<file path="src/rtl/control_unit_if.sv">
// control_unit_if: instruction fields and control strobes between the multicycle
// datapath (master) and its control FSM (slave).
interface control_unit_if;
    logic [6:0] Op;
    logic [2:0] Funct3;
    logic [6:0] Funct7;
    logic       Zero;
    logic       PCWrite, RegWrite, MemWrite, IRWrite, ADRSrc;
    logic [1:0] ResultSrc, ALUSrcA, ALUSrcB;
    logic [2:0] ALUControl, ImmSrc;
    logic       Illegal_o, Instr_Done;
    modport master (
        output Op, Funct3, Funct7, Zero,
        input  PCWrite, RegWrite, MemWrite, IRWrite, ADRSrc, ResultSrc, ALUSrcA, ALUSrcB,
        input  ALUControl, ImmSrc, Illegal_o, Instr_Done
    );
    modport slave (
        input  Op, Funct3, Funct7, Zero,
        output PCWrite, RegWrite, MemWrite, IRWrite, ADRSrc, ResultSrc, ALUSrcA, ALUSrcB,
        output ALUControl, ImmSrc, Illegal_o, Instr_Done
    );
endinterface

</file>
<file path="src/rtl/control_unit.sv">
// control_unit: multicycle RV32I Moore control FSM with a sticky illegal-instruction flag.
// Define UTYPE_INSTR_EN to decode lui/auipc through the UTYPE state.
module control_unit (
    input logic           clk,
    input logic           reset,
    control_unit_if.slave bus
);
    typedef enum logic [3:0] {
        FETCH, DECODE, MEMADR, MEMREAD, MEMWB, MEMWRITE, EXECR, EXECI,
        ALUWB, BRANCH, JAL, JALR, JALRLINK, UTYPE
    } state_t;
    localparam logic [6:0] OP_LW = 7'b0000011, OP_SW = 7'b0100011, OP_R = 7'b0110011,
                           OP_I = 7'b0010011, OP_B = 7'b1100011, OP_JAL = 7'b1101111,
                           OP_JALR = 7'b1100111, OP_LUI = 7'b0110111, OP_AUIPC = 7'b0010111;
    state_t     r_state, w_next;
    logic       r_illegal, w_illegal, w_shift, w_bad_br, w_take, w_unused;
    logic       w_pcw, w_rw, w_mw, w_irw, w_done;
    logic [2:0] w_alu_f3;
    assign w_unused = ^{bus.Funct7[6], bus.Funct7[4:0]};
    assign w_shift  = bus.Funct3[1:0] == 2'b01;
    assign w_bad_br = bus.Funct3[2:1] == 2'b01;
    // beq/bge/bgeu take on Zero, the others on !Zero
    assign w_take   = bus.Zero ^ bus.Funct3[0] ^ bus.Funct3[2];
    assign w_alu_f3 = bus.Funct3 == 3'b010 ? 3'b101 :
                      bus.Funct3 == 3'b011 ? 3'b110 :
                      bus.Funct3 == 3'b100 ? 3'b100 :
                      bus.Funct3 == 3'b110 ? 3'b011 :
                      bus.Funct3 == 3'b111 ? 3'b010 : 3'b000;
    assign bus.ImmSrc = bus.Op == OP_SW ? 3'b001 :
                        bus.Op == OP_B ? 3'b010 :
                        bus.Op == OP_JAL ? 3'b011 :
                        (bus.Op == OP_LUI || bus.Op == OP_AUIPC) ? 3'b100 : 3'b000;
    always_ff @(posedge clk or posedge reset) begin
        if (reset) begin
            r_state   <= FETCH;
            r_illegal <= 1'b0;
        end else begin
            r_state   <= w_next;
            r_illegal <= r_illegal | w_illegal;
        end
    end
    always_comb begin
        w_next    = FETCH;
        w_illegal = 1'b0;
        case (r_state)
            FETCH:    w_next = DECODE;
            DECODE: begin
                case (bus.Op)
                    OP_LW, OP_SW: w_next = MEMADR;
                    OP_R:         w_next = EXECR;
                    OP_I:         w_next = EXECI;
                    OP_B:         w_next = BRANCH;
                    OP_JAL:       w_next = JAL;
                    OP_JALR:      w_next = JALR;
`ifdef UTYPE_INSTR_EN
                    OP_LUI, OP_AUIPC: w_next = UTYPE;
`endif
                    default:      w_illegal = 1'b1;
                endcase
            end
            MEMADR:   w_next = bus.Op == OP_LW ? MEMREAD : MEMWRITE;
            MEMREAD:  w_next = MEMWB;
            EXECR, EXECI: begin
                w_next    = w_shift ? FETCH : ALUWB;
                w_illegal = w_shift;
            end
            BRANCH:   w_illegal = w_bad_br;
            JAL:      w_next = ALUWB;
            JALR:     w_next = JALRLINK;
            JALRLINK: w_next = ALUWB;
`ifdef UTYPE_INSTR_EN
            UTYPE:    w_next = ALUWB;
`endif
            default:  w_next = FETCH;
        endcase
    end
    always_comb begin
        {w_pcw, w_rw, w_mw, w_irw, w_done, bus.ADRSrc} = '0;
        bus.ResultSrc  = 2'd0;
        bus.ALUSrcA    = 2'd0;
        bus.ALUSrcB    = 2'd0;
        bus.ALUControl = 3'b000;
        case (r_state)
            FETCH: begin
                w_irw         = 1'b1;
                w_pcw         = 1'b1;
                bus.ALUSrcB   = 2'd2;
                bus.ResultSrc = 2'd2;
            end
            DECODE: begin
                bus.ALUSrcA = 2'd1;
                bus.ALUSrcB = 2'd1;
            end
            MEMADR, JALR: begin
                bus.ALUSrcA = 2'd2;
                bus.ALUSrcB = 2'd1;
            end
            MEMREAD:  bus.ADRSrc = 1'b1;
            MEMWB: begin
                bus.ResultSrc = 2'd1;
                w_rw          = 1'b1;
                w_done        = 1'b1;
            end
            MEMWRITE: begin
                bus.ADRSrc = 1'b1;
                w_mw       = 1'b1;
                w_done     = 1'b1;
            end
            EXECR: begin
                bus.ALUSrcA    = 2'd2;
                bus.ALUControl = (bus.Funct3 == 3'b000 && bus.Funct7[5]) ? 3'b001 : w_alu_f3;
            end
            EXECI: begin
                bus.ALUSrcA    = 2'd2;
                bus.ALUSrcB    = 2'd1;
                bus.ALUControl = w_alu_f3;
            end
            ALUWB: begin
                w_rw   = 1'b1;
                w_done = 1'b1;
            end
            BRANCH: begin
                bus.ALUSrcA    = 2'd2;
                bus.ALUControl = bus.Funct3[2] ? (bus.Funct3[1] ? 3'b110 : 3'b101) : 3'b001;
                w_pcw          = w_take && !w_bad_br;
                w_done         = !w_bad_br;
            end
            JAL, JALRLINK: begin
                bus.ALUSrcA = 2'd1;
                bus.ALUSrcB = 2'd2;
                w_pcw       = 1'b1;
            end
`ifdef UTYPE_INSTR_EN
            UTYPE: begin
                bus.ALUSrcB    = 2'd1;
                bus.ALUSrcA    = bus.Op == OP_AUIPC ? 2'd1 : 2'd0;
                bus.ALUControl = bus.Op == OP_AUIPC ? 3'b000 : 3'b111;
            end
`endif
            default: ;
        endcase
    end
    // strobes are held low for the whole reset pulse, independent of state
    assign bus.PCWrite    = w_pcw & ~reset;
    assign bus.RegWrite   = w_rw & ~reset;
    assign bus.MemWrite   = w_mw & ~reset;
    assign bus.IRWrite    = w_irw & ~reset;
    assign bus.Instr_Done = w_done & ~reset;
    assign bus.Illegal_o  = r_illegal;
endmodule

</file>
<file path="src/flat_wrapper.sv">
// flat-port wrapper written by rule: the top's interface ports become plain ports
module control_unit_flat 
  (clk, reset, bus_Op, bus_Funct3, bus_Funct7, bus_Zero, bus_PCWrite, bus_RegWrite, bus_MemWrite, bus_IRWrite, bus_ADRSrc, bus_ResultSrc, bus_ALUSrcA, bus_ALUSrcB, bus_ALUControl, bus_ImmSrc, bus_Illegal_o, bus_Instr_Done);
  control_unit_if bus_i ();
  input logic clk;
  input logic reset;
  input wire logic [$bits(bus_i.Op)-1:0] bus_Op;
  input wire logic [$bits(bus_i.Funct3)-1:0] bus_Funct3;
  input wire logic [$bits(bus_i.Funct7)-1:0] bus_Funct7;
  input wire logic [$bits(bus_i.Zero)-1:0] bus_Zero;
  output wire logic [$bits(bus_i.PCWrite)-1:0] bus_PCWrite;
  output wire logic [$bits(bus_i.RegWrite)-1:0] bus_RegWrite;
  output wire logic [$bits(bus_i.MemWrite)-1:0] bus_MemWrite;
  output wire logic [$bits(bus_i.IRWrite)-1:0] bus_IRWrite;
  output wire logic [$bits(bus_i.ADRSrc)-1:0] bus_ADRSrc;
  output wire logic [$bits(bus_i.ResultSrc)-1:0] bus_ResultSrc;
  output wire logic [$bits(bus_i.ALUSrcA)-1:0] bus_ALUSrcA;
  output wire logic [$bits(bus_i.ALUSrcB)-1:0] bus_ALUSrcB;
  output wire logic [$bits(bus_i.ALUControl)-1:0] bus_ALUControl;
  output wire logic [$bits(bus_i.ImmSrc)-1:0] bus_ImmSrc;
  output wire logic [$bits(bus_i.Illegal_o)-1:0] bus_Illegal_o;
  output wire logic [$bits(bus_i.Instr_Done)-1:0] bus_Instr_Done;
  assign bus_i.Op = bus_Op;
  assign bus_i.Funct3 = bus_Funct3;
  assign bus_i.Funct7 = bus_Funct7;
  assign bus_i.Zero = bus_Zero;
  assign bus_PCWrite = bus_i.PCWrite;
  assign bus_RegWrite = bus_i.RegWrite;
  assign bus_MemWrite = bus_i.MemWrite;
  assign bus_IRWrite = bus_i.IRWrite;
  assign bus_ADRSrc = bus_i.ADRSrc;
  assign bus_ResultSrc = bus_i.ResultSrc;
  assign bus_ALUSrcA = bus_i.ALUSrcA;
  assign bus_ALUSrcB = bus_i.ALUSrcB;
  assign bus_ALUControl = bus_i.ALUControl;
  assign bus_ImmSrc = bus_i.ImmSrc;
  assign bus_Illegal_o = bus_i.Illegal_o;
  assign bus_Instr_Done = bus_i.Instr_Done;
  control_unit u_core (.clk(clk), .reset(reset), .bus(bus_i));
endmodule
</file>
<file path="config.mk">
export PLATFORM = sky130hd
export DESIGN_NAME = control_unit_flat
export DESIGN_NICKNAME = d
export VERILOG_FILES = /design/src/rtl/control_unit_if.sv /design/src/rtl/control_unit.sv /design/src/flat_wrapper.sv
export SDC_FILE = /design/constraint.sdc
export NUM_CORES = 1
export LEC_CHECK = 0
export ABC_AREA = 1
export BUFFER_PORTS_ARGS = -buffer_cell sky130_fd_sc_hd__buf_2
export CORE_ASPECT_RATIO = 1.4
export CORE_MARGIN = 8
export CORE_UTILIZATION = 25
export CTS_CLUSTER_DIAMETER = 50
export DETAILED_ROUTE_END_ITERATION = 10
export PLACE_DENSITY = 0.52
export SLEW_MARGIN = 20
export SYNTH_ARGS = -nofsm -noshare
export SYNTH_HDL_FRONTEND = slang
export SYNTH_SLANG_ARGS = --single-unit
</file>
<file path="constraint.sdc">
create_clock -name clk -period 3.4 [get_ports clk]
set_clock_uncertainty 0.15 [all_clocks]
set_input_delay 0.34 -clock clk [delete_from_list [all_inputs] [get_ports clk]]
set_output_delay 0.34 -clock clk [all_outputs]
set_load 0.005 [all_outputs]
</file>
==> flow_summary.ini <==
[setup_path]
cp.required_ps = 2910
cp.arrival_ps = 1520
cp_cell_sequence = nand2_2, nor2_4, nand2_1, nor2_1, nor2_1, nor2_1, buf_2
slowest_stage = dfrtp_1
path_class = flip-flop to primary output
critPathMostFrequentCell = nor2_1
worst_setup_path_start_kind = flip-flop
cp-end-kind = primary output
slowest_delay_ps = 510
cp_max_fo = 8

[timing]
finalSetupViolations = 0
clock.fmax_mhz = 497
hold_viol_final = 0
relSlewSlack_pct = 79.7
finalSetupTns_ps = 0
tightest_slew_ps = 305
hold_slack_ps = 242
slew_violations = 0
rsz0062_at_grt = false
fin_crit_ps = 2010
post-route-period-util_pct = 59.2

[synthesis]
synthCells = 123
synth.distinct_cells = 20
synth_most_common_cell = nand2_1
synth_top_cell_area_share_pct = 22.3
syn-cell-area_um2 = 657
ys_seq_area_share_pct = 19.0
synth-seq-cells = 5
synth_nets = 143
ys_top_cells_by_area = nand2_1, dfrtp_1, nor2_1
synthArstFlopShare_pct = 100
yosys-top-cells-count = nand2_1, nor2_1, inv_1, nand3_1, o21ai_0
synth-edff-count = 0
yosysWarnings = 0
synth_top_area_cell = nand2_1
ys.flop_type = dfrtp_1
avgSynthCellArea_um2 = 5.34

[die]
dieArea_um2 = 4550
initial_utilization_pct = 25.7
rows = 22
ioPinCount = 39
die_w_um = 59.3
die_h_um = 76.7
core_um2 = 2560

[layout]
diodes = 0
finish.utilization_pct = 34.8
area_delta_synth_final_pct = 35.6
drive_gt1_share_pct = 25.8
fin_nets = 180
fin_cells = 195

[placed_design]
io_buffers = 32
dp_cells = 190
place_congestion = 0.772
hpwl_um = 1850

[power_and_ir_drop]
p_leak_nw = 0.525
powerDensity_nw_per_um2 = 349
vdd_drop_max_v = 0.000144

[grt]
grt.busiest_layer = met2
grt_use_met3_pct = 3.34
antenna_found_initial = 0
grt-ovfl-total = 0
grt_pass1_vias = 910
grt_use_met1_pct = 9.24
grt_pass1_wl_um = 3590
grt_start_max_net_pins = 9
grt_usage_pct = 9.53
met2_usage_pct = 17.4

[drt]
dr.pass1.iters = 4
viasPerCell = 4.58
via_count = 893
wl_um = 2110
detail-route-antenna-nets = 0
routedWlPerCell_um = 10.8
drt-initial-drc-count = 26
drc = 0

[cts]
worst_skew_pair.late_latency_ps = 240
htreeDepth = 1
cts_buffers = 3
cts.clk_slew.worst_paths_ps = 40
clock_sinks = 5
cts_root_buffer = clkbuf_4
clk_path_buf_depth = 2
cts_tree = done

[worst_hold_path]
hold_class = input pin to flip-flop

[run]
maxCapViolations = 0

[outcome]
outcome = finished, final reports clean
==> layout make-up <==
cell class | count | area (µm²)
multi-input cells | 98 | 453
fillers | 315 | 1670
flip-flops and latches | 5 | 125
well taps | 36 | 45.0
inverters | 19 | 71.3
clock buffers | 4 | 26.3
repair buffers | 33 | 170
==> sequential cells by signal (all words and copies together), names as in the netlist <==
| signal | flops |
|---|---|
| u_core.bus.Illegal_o | 1 |
| u_core.r_state | 4 |
==> report_power, final <==
part | internal [mW] | total [mW] | switching [mW] | leakage (nW)
logic | 0.0636 | 0.156 | 0.0928 | 0.448
registers | 0.0673 | 0.0862 | 0.0189 | 0.0622
clock network | 0.0443 | 0.0681 | 0.0238 | 0.0150
==> cell families (layout without fill, tap and decap cells) <==
kind of cell    after synthesis  in the layout  synth area share, %
buf+inv                      20             56                 12.0
compound gates               15             15                 12.4
simple gates                 83             83                 56.6
flops                         5              5                 19.0
==> layer usage <==
metal	vias up	share of wire, %
li1	467	-
met1	401	40
met2	25	52
met3	0	8.3
met4	0	0
met5	-	0
==> cell usage in the layout (no fill, tap or decap) <==
master / instances
nor4_1: 1
nor2_1: 19
a31oi_1: 1
o21ai_0: 8
nor2_2: 1
clkbuf_4: 3
nand2_2: 1
nor3b_1: 1
o211ai_1: 2
nand3_1: 12
nor3_1: 2
buf_2: 32
inv_1: 18
nand4_1: 3
a21oi_1: 4
nand2_1: 39
inv_2: 1
dfrtp_1: 5
dlygate4sd3_1: 1
nor3_2: 1
and2_1: 1
nor2_4: 2
clkbuf_1: 1
==> timing repair <==
action | CTS | global route
gates resized for setup | 0 | 0
hold endpoints to repair | 5 | 0
hold buffers | 1 | 0
buffers inserted | 0 | 0
==> path summary, 6_finish.rpt <==
path,start,endpoint,slack [ps],cells past startpoint
worst max-delay path,u_core.r_state[0]$_DFF_PP0_,bus_PCWrite,1390,7
worst min-delay path,bus_Op[4],u_core.r_state[2]$_DFF_PP0_,240,3
worst max register to register,u_core.r_state[0]$_DFF_PP0_,u_core.bus.Illegal_o$_DFF_PP0_,2000,4
worst min register to register,u_core.bus.Illegal_o$_DFF_PP0_,u_core.bus.Illegal_o$_DFF_PP0_,330,2
max in group asynchronous,reset,u_core.bus.Illegal_o$_DFF_PP0_,2460,3
min in group asynchronous,reset,u_core.r_state[0]$_DFF_PP0_,460,3
==> through the flow <==
| step | instance area (µm²) | power [mW] | worst slack [ps] |
|---|---|---|---|
| 2_1_floorplan | 657 | 0.182 | 1870 |
| 3_3_place_gp | 855 | 0.242 | 1640 |
| 3_5_place_dp | 855 | 0.245 | 1630 |
| 4_1_cts | 891 | 0.317 | 1360 |
| 5_1_grt | 891 | 0.341 | 1270 |
| 6_report | 891 | 0.311 | 1390 |
==> worst max-delay path: cells and delay by family, from the launching register on <==
family                 cells  cell delay [ps]
buffers and inverters      1              120
AND/OR/NAND/NOR            6              660
flip-flops                 1              510
(Power assumes the default switching activity.)
